### src/rtl/alu_arbiter_if.sv
// Requester/response handshake and ALU drive bundle for alu_arbiter.
// master = requesters plus the shared ALU; slave = the arbiter itself.
interface alu_arbiter_if #(
  parameter int XLEN = 64,
  parameter int ILEN = 32
);
  logic [1:0]      req_valid;
  logic [1:0]      req_ready;
  logic [ILEN-1:0] req0_instr;
  logic [XLEN-1:0] req0_in1;
  logic [XLEN-1:0] req0_in2;
  logic [ILEN-1:0] req1_instr;
  logic [XLEN-1:0] req1_in1;
  logic [XLEN-1:0] req1_in2;
  logic [1:0]      resp_valid;
  logic [1:0]      resp_ready;
  logic [XLEN-1:0] resp_out;
  logic            resp_zero;
  logic [ILEN-1:0] alu_instruction;
  logic [XLEN-1:0] alu_in1;
  logic [XLEN-1:0] alu_in2;
  logic [XLEN-1:0] alu_out;
  logic            alu_zero;

  modport master (
    output req_valid, req0_instr, req0_in1, req0_in2,
           req1_instr, req1_in1, req1_in2, resp_ready, alu_out, alu_zero,
    input  req_ready, resp_valid, resp_out, resp_zero,
           alu_instruction, alu_in1, alu_in2
  );

  modport slave (
    input  req_valid, req0_instr, req0_in1, req0_in2,
           req1_instr, req1_in1, req1_in2, resp_ready, alu_out, alu_zero,
    output req_ready, resp_valid, resp_out, resp_zero,
           alu_instruction, alu_in1, alu_in2
  );
endinterface

### src/rtl/alu_arbiter.sv
// Two-requester round-robin arbiter/sequencer in front of one shared ALU.
// Define ALU_ARB_FIXED_PRIO_EN to make requester 0 win every tie.
module alu_arbiter #(
  parameter int XLEN = 64,
  parameter int ILEN = 32
) (
  input  logic         clk,
  input  logic         rst_n,
  alu_arbiter_if.slave bus
);

  typedef enum logic {IDLE = 1'b0, HOLD = 1'b1} state_t;

  state_t          state_p1;
  state_t          state_nxt;
  logic            owner_p1;
  logic            rr_last_p1;
  logic [XLEN-1:0] res_p1;
  logic            zero_p1;

  logic            can_issue;
  logic            grant_any;
  logic            grant_idx;
  logic            sel;
  logic            drain;
  logic [ILEN-1:0] sel_instr;
  logic [XLEN-1:0] sel_in1;
  logic [XLEN-1:0] sel_in2;

  // Issue is allowed when the slot is empty or the held response drains now.
  always_comb begin
    drain     = (state_p1 == HOLD) && bus.resp_ready[owner_p1];
    can_issue = (state_p1 == IDLE) || drain;
    grant_any = 1'b0;
    grant_idx = 1'b0;
    if (rst_n && can_issue) begin
      case (bus.req_valid)
        2'b01: begin
          grant_any = 1'b1;
          grant_idx = 1'b0;
        end
        2'b10: begin
          grant_any = 1'b1;
          grant_idx = 1'b1;
        end
        2'b11: begin
          grant_any = 1'b1;
`ifdef ALU_ARB_FIXED_PRIO_EN
          grant_idx = 1'b0;
`else
          grant_idx = ~rr_last_p1;
`endif
        end
        default: begin
          grant_any = 1'b0;
          grant_idx = 1'b0;
        end
      endcase
    end
  end

  // With no grant the ALU still sees a defined requester's fields.
  always_comb begin
    sel       = grant_any ? grant_idx : rr_last_p1;
    sel_instr = sel ? bus.req1_instr : bus.req0_instr;
    sel_in1   = sel ? bus.req1_in1   : bus.req0_in1;
    sel_in2   = sel ? bus.req1_in2   : bus.req0_in2;
  end

  assign bus.alu_instruction = sel_instr;
  assign bus.alu_in1         = sel_in1;
  assign bus.alu_in2         = sel_in2;

  always_comb begin
    state_nxt = state_p1;
    if (grant_any) begin
      state_nxt = HOLD;
    end else if (drain) begin
      state_nxt = IDLE;
    end
  end

  // ---- stage p1: response slot ----
  always_ff @(posedge clk) begin
    if (!rst_n) begin
      state_p1   <= IDLE;
      owner_p1   <= 1'b0;
      rr_last_p1 <= 1'b1;
      res_p1     <= '0;
      zero_p1    <= 1'b0;
    end else begin
      state_p1 <= state_nxt;
      if (grant_any) begin
        res_p1     <= bus.alu_out;
        zero_p1    <= bus.alu_zero;
        owner_p1   <= grant_idx;
        rr_last_p1 <= grant_idx;
      end
    end
  end

  always_comb begin
    bus.req_ready  = 2'b00;
    bus.resp_valid = 2'b00;
    if (grant_any) begin
      bus.req_ready = grant_idx ? 2'b10 : 2'b01;
    end
    if (state_p1 == HOLD) begin
      bus.resp_valid = owner_p1 ? 2'b10 : 2'b01;
    end
  end

  assign bus.resp_out  = res_p1;
  assign bus.resp_zero = zero_p1;

endmodule

### src/flat_wrapper.sv
// flat-port wrapper written by rule: the top's interface ports become plain ports
module alu_arbiter_flat 
#(
  parameter int XLEN = 64,
  parameter int ILEN = 32
)
  (clk, rst_n, bus_req_valid, bus_req0_instr, bus_req0_in1, bus_req0_in2, bus_req1_instr, bus_req1_in1, bus_req1_in2, bus_resp_ready, bus_alu_out, bus_alu_zero, bus_req_ready, bus_resp_valid, bus_resp_out, bus_resp_zero, bus_alu_instruction, bus_alu_in1, bus_alu_in2);
  alu_arbiter_if #(.XLEN(XLEN), .ILEN(ILEN)) bus_i ();
  input  logic clk;
  input  logic rst_n;
  input wire logic [$bits(bus_i.req_valid)-1:0] bus_req_valid;
  input wire logic [$bits(bus_i.req0_instr)-1:0] bus_req0_instr;
  input wire logic [$bits(bus_i.req0_in1)-1:0] bus_req0_in1;
  input wire logic [$bits(bus_i.req0_in2)-1:0] bus_req0_in2;
  input wire logic [$bits(bus_i.req1_instr)-1:0] bus_req1_instr;
  input wire logic [$bits(bus_i.req1_in1)-1:0] bus_req1_in1;
  input wire logic [$bits(bus_i.req1_in2)-1:0] bus_req1_in2;
  input wire logic [$bits(bus_i.resp_ready)-1:0] bus_resp_ready;
  input wire logic [$bits(bus_i.alu_out)-1:0] bus_alu_out;
  input wire logic [$bits(bus_i.alu_zero)-1:0] bus_alu_zero;
  output wire logic [$bits(bus_i.req_ready)-1:0] bus_req_ready;
  output wire logic [$bits(bus_i.resp_valid)-1:0] bus_resp_valid;
  output wire logic [$bits(bus_i.resp_out)-1:0] bus_resp_out;
  output wire logic [$bits(bus_i.resp_zero)-1:0] bus_resp_zero;
  output wire logic [$bits(bus_i.alu_instruction)-1:0] bus_alu_instruction;
  output wire logic [$bits(bus_i.alu_in1)-1:0] bus_alu_in1;
  output wire logic [$bits(bus_i.alu_in2)-1:0] bus_alu_in2;
  assign bus_i.req_valid = bus_req_valid;
  assign bus_i.req0_instr = bus_req0_instr;
  assign bus_i.req0_in1 = bus_req0_in1;
  assign bus_i.req0_in2 = bus_req0_in2;
  assign bus_i.req1_instr = bus_req1_instr;
  assign bus_i.req1_in1 = bus_req1_in1;
  assign bus_i.req1_in2 = bus_req1_in2;
  assign bus_i.resp_ready = bus_resp_ready;
  assign bus_i.alu_out = bus_alu_out;
  assign bus_i.alu_zero = bus_alu_zero;
  assign bus_req_ready = bus_i.req_ready;
  assign bus_resp_valid = bus_i.resp_valid;
  assign bus_resp_out = bus_i.resp_out;
  assign bus_resp_zero = bus_i.resp_zero;
  assign bus_alu_instruction = bus_i.alu_instruction;
  assign bus_alu_in1 = bus_i.alu_in1;
  assign bus_alu_in2 = bus_i.alu_in2;
  alu_arbiter #(.XLEN(XLEN), .ILEN(ILEN)) u_core (.clk(clk), .rst_n(rst_n), .bus(bus_i));
endmodule
### config.mk
export PLATFORM = sky130hd
export DESIGN_NAME = alu_arbiter_flat
export DESIGN_NICKNAME = d
export VERILOG_FILES = /design/src/rtl/alu_arbiter_if.sv /design/src/rtl/alu_arbiter.sv /design/src/flat_wrapper.sv
export SDC_FILE = /design/constraint.sdc
export NUM_CORES = 1
export LEC_CHECK = 0
export CAP_MARGIN = 15
export CORE_AREA = 8 8 233 235
export CTS_CLUSTER_DIAMETER = 40
export DETAILED_ROUTE_END_ITERATION = 7
export DIE_AREA = 0 0 241 243
export PLACE_DENSITY = 0.5
export SLEW_MARGIN = 40
export SYNTH_ARGS = -nofsm -noshare
export SYNTH_HDL_FRONTEND = slang
export SYNTH_SLANG_ARGS = --single-unit
### constraint.sdc
create_clock -name clk -period 2.9 [get_ports clk]
set_clock_uncertainty 0.2 [all_clocks]
set_input_delay 0.435 -clock clk [delete_from_list [all_inputs] [get_ports clk]]
set_output_delay 0.435 -clock clk [all_outputs]
set_load 0.005 [all_outputs]
# Word-level counts from Yosys, hierarchy flattened
# Index checks and enable logic that the tools add are counted.
# word_totals
regBits	68
inputBits	391
output_inout_bits	229
wordCells	32
# op_classes
magnitude_cmp	1
n_eq_ne	3
n_mux	16
n_bitwise	2
reduce_logical	5
# op_table
op	count
64-bit two-way mux	2
32-bit two-way mux	1
1-bit two-way mux	8
2-bit two-way mux	4
2-bit == test, second input constant	2
3-bit OR reduction	1
2-bit by 1-bit == test with 1-bit output, second input constant	1
1-bit logical AND	2
1-bit by 2-bit < comparator with 1-bit output, second input constant	1
1-bit NOT	2
1-bit case mux with 2 select lines	1
2-bit nonzero test	1
1-bit logical OR	1

# Longest topological paths before layout
# Gate-level depths: netlist of the first run.
# depth
word_depth	8
ltp_mapped	8
ltp_nobuf	4

# Worst setup path before layout of the first run
# No wires, ideal clock.
# synth_path
kind	reg2out
from	reg u_core.owner_p1
to	out bus_alu_instruction[12]
arrival_ns	1.664
required_ns	2.265
slack_ns	0.601
path_stages_with_launch	8
path_buffers	3
path_cell_list	dfxtp_1 mux2i_2 nand2_1 a31o_1 buf_2 buf_2 buf_6 o221a_1
# synth_between
elab_chain_len	8
elab_cells_between_ends	9
# synth_rtl
element	line_no	rtl
from (decl)	alu_arbiter.sv:16	logic owner_p1;
from (signal assigned)	alu_arbiter.sv:96	owner_p1 <= grant_idx;
1-bit two-way mux (implied by the code) * (2 in series)	alu_arbiter.sv:32	drain = (state_p1 == HOLD) && bus.resp_ready[owner_p1];
1-bit logical AND *	alu_arbiter.sv:32	
1-bit logical OR *	alu_arbiter.sv:33	can_issue = (state_p1 == IDLE) || drain;
1-bit logical AND *	alu_arbiter.sv:36	if (rst_n && can_issue) begin
1-bit two-way mux	alu_arbiter.sv:36	
1-bit two-way mux *	alu_arbiter.sv:64	sel = grant_any ? grant_idx : rr_last_p1;
32-bit two-way mux *	alu_arbiter.sv:65	sel_instr = sel ? bus.req1_instr : bus.req0_instr;
to (decl)	flat_wrapper.sv:25	output wire logic [$bits(bus_i.alu_instruction)-1:0] bus_alu_instruction;
# Every way passes the cells marked *; elsewhere a longest branch is shown, timed or not. The select of a mux whose other input is x is not followed.

# Worst setup path after layout of the first run
# layout_path
from	reg u_core.owner_p1
to	out bus_alu_in1[56]
# layout_between
elab_chain_len	8
elab_cells_between_ends	9
# layout_rtl
element	line_no	rtl
1-bit two-way mux (implied by the code) * (2 in series)	alu_arbiter.sv:32	
1-bit logical AND *	alu_arbiter.sv:32	
1-bit logical OR *	alu_arbiter.sv:33	
1-bit logical AND *	alu_arbiter.sv:36	
1-bit two-way mux	alu_arbiter.sv:36	
1-bit two-way mux *	alu_arbiter.sv:64	
64-bit two-way mux *	alu_arbiter.sv:66	sel_in1 = sel ? bus.req1_in1 : bus.req0_in1;
to (decl)	flat_wrapper.sv:26	output wire logic [$bits(bus_i.alu_in1)-1:0] bus_alu_in1;
# Marked as above.

==> results of run 1 <==
## worst max-delay path by stage
stage / cells after the start / to
6_report: 8 / bus_alu_in1[56]
5_1_grt: 8 / bus_alu_in2[28]
4_1_cts: 8 / bus_alu_in2[13]
3_5_place_dp: 7 / bus_alu_in1[2]
3_3_place_gp: 7 / bus_alu_in1[2]
2_1_floorplan: 7 / bus_alu_instruction[12]
## routing by layer
| layer | global-route usage (%) | share of wire [%] | up-vias |
|---|---|---|---|
| li1 | - | - | 4742 |
| met1 | 18.48 | 39 | 4732 |
| met2 | 29.78 | 51 | 504 |
| met3 | 4.147 | 8.7 | 57 |
| met4 | 2.731 | 1.7 | 0 |
| met5 | 0 | 0 | - |
## cell families after synthesis
logic type	count (synthesis)
AND/OR/NAND/NOR	236
multiplexers	3
AO/OA/AOI/OAI	394
flip-flops	68
buffers and inverters	177
## layout by cell type (no fill, tap or decap), types with 3 or more instances in the layout
cell	instances
clkbuf_16	10
bufbuf_16	4
clkdlybuf4s15_2	3
inv_1	66
diode_2	6
dlygate4sd2_1	102
o22ai_1	159
o21ai_0	67
buf_2	4
nand3_1	65
clkinv_2	3
buf_12	34
nand2_1	160
o221a_4	3
o221a_2	47
buf_16	5
o221a_1	109
buf_4	69
clkdlybuf4s15_1	52
clkdlybuf4s50_1	453
dfxtp_1	66
buf_6	11
## layout make-up
| class | count | area [um^2] |
|---|---|---|
| multi-input cells | 634 | 4329 |
| repair buffers | 741 | 7647 |
| well taps | 680 | 850.8 |
| clock inverters | 4 | 23.77 |
| clock buffers | 12 | 256.5 |
| flip-flops and latches | 68 | 1366 |
| fillers | 5479 | 35940 |
| inverters | 66 | 247.7 |
| diodes | 6 | 15.01 |
## repair_timing
action	4_1_cts	5_1_grt
hold buffers	0	0
pin swaps	3	2
buffers inserted	13	1
endpoints found under the setup margin	161	102
gates resized for setup	234	28
cloned	7	1
## worst max-delay path, stage by stage (launching register included)
cell and delay [ns]:
dfxtp_4 0.36, mux2i_4 0.24, buf_6 0.15, a31oi_4 0.11, buf_12 0.17, buf_4 0.15
buf_4 0.15, o221a_1 0.24, dlygate4sd2_1 0.27
## report_power, final
group / total [mW] / leakage (nW) / internal, mW / switching [mW]
clock network: 1.05 / 0.142 / 0.623 / 0.432
registers: 1.07 / 0.565 / 1.02 / 0.0477
logic: 2.87 / 4.85 / 1.70 / 1.17
total: 5.00 / 5.55 / 3.35 / 1.65
## through the flow
step                      hold slack [ns]  utilization [%]  worst slack [ns]  area [um^2]  power [mW]
final                              0.1972            29.08           0.06534        14740       4.996
after global routing               0.1963            29.07          0.001514        14730       5.269
after global placement             0.2524            27.74           -0.4378        14060       3.999
after CTS                          0.1789            28.85          -0.04664        14620       5.043
after floorplan                    0.2685                -            0.6006         6371       2.061
after detailed placement           0.2637            27.74           -0.4388        14060       4.012
## state kept, by name, summed over array words and instances (netlist names), named ones only
register / count
u_core.bus.resp_out: 64
u_core.bus.resp_zero: 1
u_core.owner_p1: 1
u_core.state_p1: 1
==> results.ini, run 1 <==
[logic_synthesis]
synth.avg_cell_area_um2 = 7.256
netlist_instances = 878
synth_edf_count = 0
netlist_area_um2 = 6371
synth_top_area_cell = dfxtp_1
synth-xor-area-share_pct = 0
ys.flop_type = dfxtp_1
ys_ff_latch = 68
yosys.area_share.simple_pct = 15.46
yosysWarningCount = 0
synth_fp_nets = 1269
synth-async-reset-ratio_pct = 0
muxShareOfSynthArea_pct = 0.5695
synth_compound_area_share_pct = 50.08
yosysUniqueCellTypes = 27
seq_area_frac_synth_pct = 21.37
synthAdderAreaFrac_pct = 0
synth_top_family_by_area = compound AO/OA/AOI/OAI gates
yosys-top-cells-area = dfxtp_1 (21%), o221a_1 (19%), o22ai_1 (16%), nand2_1 (9.6%), o221a_2 (8.7%)
synth_top_area_share_pct = 21.37
post-synth-top-count-cell = nand2_1
synth_common_cells = nand2_1 (163), o22ai_1 (159), o221a_1 (110)

[cts]
numCtsBuffers = 9
htree_levels = 3
clk_latency_ns = 0.34
root_buffer = clkbuf_16
numClockSinks = 68
clockBufferDepth = 2
path_clk_slew_ns = 0.06
tritoncts = built

[routing]
dr.pass1.iters = 5
drt_wl_total_mm = 51.13
post_drt_wl_per_cell_um = 23.13
ant_nets = 0
drtIter0Drc = 520
vias = 10040
drc = 0
via_per_inst = 4.539

[power]
p_per_area_nw_per_um2 = 339.0
leakagePower_nw = 5.555
vdd_drop_max_v = 0.0004959

[placed_design]
hpwl_mm = 40.70
dp_cells = 2167
gp_congestion = 0.8579
portBuffers = 619

[critical_path]
rrSetupSlack_ns = 0.84
rr_endpoint = u_core.bus.resp_out[36]
arrival_ns = 2.20
critPathLaunchType = flip-flop
worstSetupPathType = reg2out
reg2reg_from = u_core.owner_p1
worst-endpoint-required_ns = 2.27
critPathLaunch = u_core.owner_p1
reg2reg_depth = 7
endpoint_kind = output port
critPathMaxFanout = 9

[final_layout]
area_growth_pct = 131.3
drive_gt1_share_pct = 13.90
fin_cells = 2211
layout.nets = 1911

[hold_path]
hold_start = rst_n
holdPathStages = 2
hold_class = in2reg

[global_route]
grt_pass1_wl_mm = 71.16
grt_max_degree = 67
track_usage_pct = 16.10
grt_pass1_vias = 9849
gr-total-overflow = 0
grt_antenna_before_repair = 17

[timing]
worst_pin_slew_ns = 0.7448
fmax_mhz = 352.8
slew_headroom_pct = 50.35
hold_violations = 0
rsz0062_at_grt = no
finalSetupTns_ns = 0
drv_slew = 0
setup_viol = 0
fin_crit_ns = 2.835
post-route-period-util_pct = 97.75

[run_status]
status = finished, final reports clean

[floorplanning]
rows = 83
coreArea_um2 = 50680
die_width_um = 241
start_util_pct = 12.57
fp.dieH_um = 243
die_area_um2 = 58560
io_pins = 620

[flow_run]
cap_violations = 0

No activity file was read; power rests on OpenSTA's default activity.
==> run 2, diff against run 1 <==
--- a/config.mk
+++ b/config.mk
@@ -15,3 +15,4 @@
 export SYNTH_ARGS = -nofsm -noshare
 export SYNTH_HDL_FRONTEND = slang
 export SYNTH_SLANG_ARGS = --single-unit
+export TNS_END_PERCENT = 10
==> constraint.sdc (replaced) <==
create_clock -name clk -period 2.8 [get_ports clk]
set_clock_uncertainty 0.2 [all_clocks]
set_input_delay 0.42 -clock clk [delete_from_list [all_inputs] [get_ports clk]]
set_output_delay 0.42 -clock clk [all_outputs]
set_load 0.005 [all_outputs]
==> run 2 against run 1 <==
Via count fell by 0.67%. Sequential share of layout area barely moved. Total power rose by 3.8%. Design area fell by 0.20%. Utilization fell by 0.059 points. Clock-buffer cell count rose by 1. Routed wire length fell by 0.67%. Flip-flop and latch count did not move. Cell count did not move. Non-clock buffer count rose by 2. First-iteration DRC count fell by 12%. Critical path depth rose by 1. Critical path type is now in2out. Highest routed layer is now met5.
==> results.ini, run 2 (same netlist as run 1, synthesis figures left out) <==
[run_status]
status = finished, final reports clean

[hold_path]
hold_start = u_core.bus.resp_out[33]
holdPathStages = 2
hold_end = u_core.bus.resp_out[33]
hold_class = reg2reg

[global_route]
grt_max_degree = 67
grt_pass1_wl_mm = 70.61
grt_pass1_vias = 9972
grt_antenna_before_repair = 20
gr-total-overflow = 0
track_usage_pct = 15.93

[floorplanning]
rows = 83
fp.dieH_um = 243
die_area_um2 = 58560
die_width_um = 241
io_pins = 620
coreArea_um2 = 50680
start_util_pct = 12.57

[routing]
ant_nets = 0
drt_wl_total_mm = 50.79
via_per_inst = 4.508
vias = 9968
drtIter0Drc = 460
drc = 0
dr.pass1.iters = 5
post_drt_wl_per_cell_um = 22.97

[power]
leakagePower_nw = 5.490
power_frac_seq_pct = 21.4
switching_share_pct = 32.66
p_clk_share_pct = 21.0
p_int_mw = 3.492
power.total_mw = 5.185
vdd_drop_max_v = 0.0004415
p_sw_mw = 1.693
p_per_area_nw_per_um2 = 352.6
combPwrFrac_pct = 57.6

[flow_run]
cap_violations = 0

[cts]
path_clk_slew_ns = 0.05
root_buffer = clkbuf_16
numClockSinks = 68
clk_latency_ns = 0.34
numCtsBuffers = 9
tritoncts = built
cts_hold_buffers = 0
htree_levels = 3
clockBufferDepth = 2

[final_layout]
largest_reg_flops = 64
mostFrequentLayoutCell = clkdlybuf4s50_1
area_growth_pct = 130.8
fin_util_pct = 29.02
layout.nets = 1913
final_cell_mix = clkdlybuf4s50_1 (454), nand2_1 (161), o22ai_1 (153)
drive_gt1_share_pct = 15.80
fillers = 5493

[critical_path]
critPathLaunchType = primary input
worstSetupPathType = in2out
worst-endpoint-required_ns = 2.18
critPathMaxFanout = 11
rrSetupSlack_ns = 0.68
rr_endpoint = u_core.bus.resp_out[45]
arrival_ns = 2.17
reg2reg_from = u_core.owner_p1
endpoint_kind = output port
reg2reg_depth = 8

[timing]
rsz0062_at_grt = yes
post-route-period-util_pct = 99.50
fmax_mhz = 358.9
hold_violations = 0
setup_viol = 0
fin_crit_ns = 2.786
worst_pin_slew_ns = 0.7468
finalWorstSetupSlack_ns = 0.01397
finalSetupTns_ns = 0
drv_slew = 0
slew_headroom_pct = 50.22

[placed_design]
gp_congestion = 0.8579
portBuffers = 619
place_ws_ns = -0.5202
hpwl_mm = 40.59

## run 2: area by class of cell
class | instances | area [um^2] | area share [%]
Antenna cell | 6 | 15.01 | 0.1021
Clock buffer | 13 | 270.3 | 1.838
Clock inverter | 1 | 7.507 | 0.05105
Inverter | 66 | 247.7 | 1.685
Multi-Input combinational cell | 634 | 4373 | 29.73
Sequential cell | 68 | 1363 | 9.265
Tap cell | 680 | 850.8 | 5.785
Timing Repair Buffer | 743 | 7580 | 51.54
## run 2: per-layer routing
metal	share of wire, %	global-route usage [%]	vias to the layer above
met2	51	29.71	469
met5	0.045	0	-
li1	-	-	4738
met3	8.1	4.193	53
met4	1.4	3.122	4
met1	39	17.86	4704
## run 2: timing repair
| action | in CTS | in global routing |
|---|---|---|
| endpoints found under the hold margin | 0 | 0 |
| buffers inserted | 11 | 2 |
| endpoints found under the setup margin | 162 | 157 |
| pin swaps | 4 | 18 |
| resized for setup | 287 | 91 |
| cloned | 6 | 2 |
## run 2: worst max-delay path, stage by stage
cell and delay (ns):
clkdlybuf4s50_1 0.50, a21boi_1 0.11, a31oi_4 0.19, buf_8 0.22
buf_12 0.14, buf_6 0.09, o21ai_2 0.05, mux2_4 0.30
buf_6 0.13
## run 2: power groups by stage
stage / registers (mW) / logic (mW) / clock network, mW
after floorplan: 1.13 / 1.00 / 0
after global placement: 1.12 / 3.03 / 0
after detailed placement: 1.13 / 3.04 / 0
after CTS: 1.11 / 2.97 / 1.12
after global routing: 1.12 / 3.19 / 1.16
final: 1.11 / 2.99 / 1.09
## run 2: worst max-delay path by stage
| stage | start | end | slack [ns] | cells after the start |
|---|---|---|---|---|
| after floorplan | u_core.owner_p1 | bus_alu_instruction[12] | 0.52 | 7 |
| after global placement | bus_resp_ready[1] | bus_alu_in1[2] | -0.51 | 7 |
| after detailed placement | bus_resp_ready[1] | bus_alu_in1[2] | -0.52 | 7 |
| after CTS | u_core.owner_p1 | bus_alu_instruction[22] | -0.08 | 10 |
| after global routing | bus_req_valid[0] | bus_alu_instruction[22] | -0.05 | 9 |
| final | bus_req_valid[0] | bus_alu_instruction[22] | 0.01 | 9 |
## run 2: through the flow
| step | hold slack (ns) | std cells | area (um^2) |
|---|---|---|---|
| final | 0.2668 | 2211 | 14710 |
| after global routing | 0.2922 | 2210 | 14700 |
| after CTS | 0.2744 | 2202 | 14560 |
| after detailed placement | 0.2635 | 2171 | 14100 |
| after global placement | 0.2537 | 2171 | 14100 |
| after floorplan | 0.2685 | 878 | 6371 |
==> run 3, diff against run 2 <==
--- a/config.mk
+++ b/config.mk
@@ -10,7 +10,6 @@
 export CTS_CLUSTER_DIAMETER = 40
 export DETAILED_ROUTE_END_ITERATION = 7
 export DIE_AREA = 0 0 241 243
-export PLACE_DENSITY = 0.5
 export SLEW_MARGIN = 40
 export SYNTH_ARGS = -nofsm -noshare
 export SYNTH_HDL_FRONTEND = slang
==> constraint.sdc (replaced) <==
create_clock -name clk -period 2.88 [get_ports clk]
set_clock_uncertainty 0.2 [all_clocks]
set_input_delay 0.432 -clock clk [delete_from_list [all_inputs] [get_ports clk]]
set_output_delay 0.432 -clock clk [all_outputs]
set_load 0.005 [all_outputs]
==> run 3 against run 2 <==
Total power hardly changed. Critical path depth is 2 lower. Sequential share of layout area is 0.25 points higher. Design area is 2.6% lower. Critical path type is now reg2out. Largest cell class unchanged. First-iteration DRC count is 5.4% lower. Combinational power is 9.4% lower. Setup slack better by 0.020 ns. Utilization is 0.74 points lower. Sequential power hardly changed. Flip-flop and latch count stayed put.
==> results.ini, run 3 (same netlist as run 1, synthesis figures left out) <==
[run_status]
status = finished, final reports clean

[placed_design]
portBuffers = 619
gp_congestion = 0.8670
hpwl_mm = 39.16
postPlaceCellArea_um2 = 13890

[floorplanning]
rows = 83
fp.dieH_um = 243
die_area_um2 = 58560
io_pins = 620
start_util_pct = 12.57
die_width_um = 241
coreArea_um2 = 50680

[timing]
rsz0062_at_grt = yes
setup_viol = 0
worst_pin_slew_ns = 0.7572
fin_crit_ns = 2.846
fmax_mhz = 351.3
drv_slew = 0
post-route-period-util_pct = 98.83
hold_violations = 0
hold-worst-slack_ns = 0.2204
slew_headroom_pct = 49.52

[power]
p_int_mw = 3.611
p_clk_share_pct = 26.9
combPwrFrac_pct = 52.3
leakagePower_nw = 5.485
power_frac_seq_pct = 20.8
p_per_area_nw_per_um2 = 361.9
vdd_drop_max_v = 0.0003953
switching_share_pct = 30.38
p_sw_mw = 1.575

[global_route]
grt_antenna_before_repair = 27
track_usage_pct = 14.85
gr-total-overflow = 0
grt_max_degree = 131
grt_pass1_vias = 9963
grt_pass1_wl_mm = 66.81

[final_layout]
final_cell_mix = clkdlybuf4s50_1 (452), nand2_1 (162), o22ai_1 (159)
ff_latch_area_um2 = 1364
drive_gt1_share_pct = 14.19
mostFrequentLayoutCell = clkdlybuf4s50_1
final_area_um2 = 14330
area_growth_pct = 124.9
layout.nets = 1895
multi_input_area_um2 = 4295
largest_reg_flops = 64
fillers = 5511

[routing]
vias = 9937
dr.pass1.iters = 5
drtIter0Drc = 435
drc = 0
post_drt_wl_per_cell_um = 21.71
drt_wl_total_mm = 47.75
via_per_inst = 4.519
ant_nets = 0

[cts]
tritoncts = built
numClockSinks = 68
htree_levels = 3
numCtsBuffers = 9
root_buffer = clkbuf_16
path_clk_slew_ns = 0.05
clk_latency_ns = 0.33
clockBufferDepth = 2

[flow_run]
cap_violations = 0

[critical_path]
reg2reg_from = u_core.owner_p1
rrSetupSlack_ns = 0.79
endpoint_kind = output port
critPathCapture = bus_alu_in2[30]
worstSetupPathType = reg2out
worst-endpoint-required_ns = 2.25
reg2reg_depth = 6
arrival_ns = 2.21
critPathMaxFanout = 12
critPathLaunch = u_core.owner_p1
critPathLaunchType = flip-flop
rr_endpoint = u_core.bus.resp_out[37]

[hold_path]
hold_class = in2reg

run 3: repair_timing:
| action | in CTS | in global routing |
|---|---|---|
| gates cloned | 2 | 2 |
| hold buffers | 0 | 0 |
| gates resized for setup | 175 | 97 |
| pin swaps | 2 | 5 |
| setup endpoints to repair | 162 | 83 |
| setup buffers | 6 | 4 |
run 3: critical path, cell delays in order (launching register included):
cell	delay, ns
dfxtp_2	0.34
mux2i_2	0.26
nand2_1	0.13
a31o_4	0.27
buf_12	0.16
buf_4	0.16
o221a_2	0.25
dlygate4sd2_1	0.28
run 3: power groups by stage:
stage / logic, mW / clock network [mW] / registers, mW
2_1_floorplan: 0.975 / 0 / 1.10
3_3_place_gp: 2.83 / 0 / 1.09
3_5_place_dp: 2.86 / 0 / 1.10
4_1_cts: 2.69 / 1.44 / 1.08
5_1_grt: 2.91 / 1.48 / 1.09
6_report: 2.71 / 1.39 / 1.08
run 3: metrics by stage:
step           worst slack (ns)  util (%)  total power [mW]  instances  setup TNS, ns
6_report                0.03360     28.28             5.186       2199              0
5_1_grt                -0.01993     28.26             5.482       2196        -0.1105
4_1_cts                 -0.1484     28.02             5.220       2182         -1.605
3_5_place_dp            -0.4282     27.41             3.954       2159         -51.43
3_3_place_gp            -0.4364     27.41             3.928       2159         -51.48
2_1_floorplan            0.5836         -             2.075        878              0
run 3: how the worst min path moves through the flow:
stage,startpoint,end,slack (ns),depth (start not counted)
2_1_floorplan,u_core.bus.resp_out[41],u_core.bus.resp_out[41],0.27,2
3_3_place_gp,u_core.bus.resp_out[45],u_core.bus.resp_out[45],0.25,2
3_5_place_dp,u_core.bus.resp_out[15],u_core.bus.resp_out[15],0.26,2
4_1_cts,rst_n,u_core.state_p1,0.20,2
5_1_grt,rst_n,u_core.state_p1,0.22,2
6_report,rst_n,u_core.state_p1,0.22,2
run 3: per-layer routing:
layer,vias to the layer above,GRT usage [%],wire (um)
li1,4692,-,-
met1,4594,17.30,18950
met2,564,24.30,22560
met3,79,5.258,4809
met4,8,6.368,1370
met5,-,0,54
run 3: cell type report:
class	count	area share, %
repair buffers	726	50.05
clock inverters	4	0.8381
diodes	11	0.1921
clock buffers	11	1.764
inverters	66	1.729
multi-input cells	633	29.97
flip-flops and latches	68	9.516
well taps	680	5.937
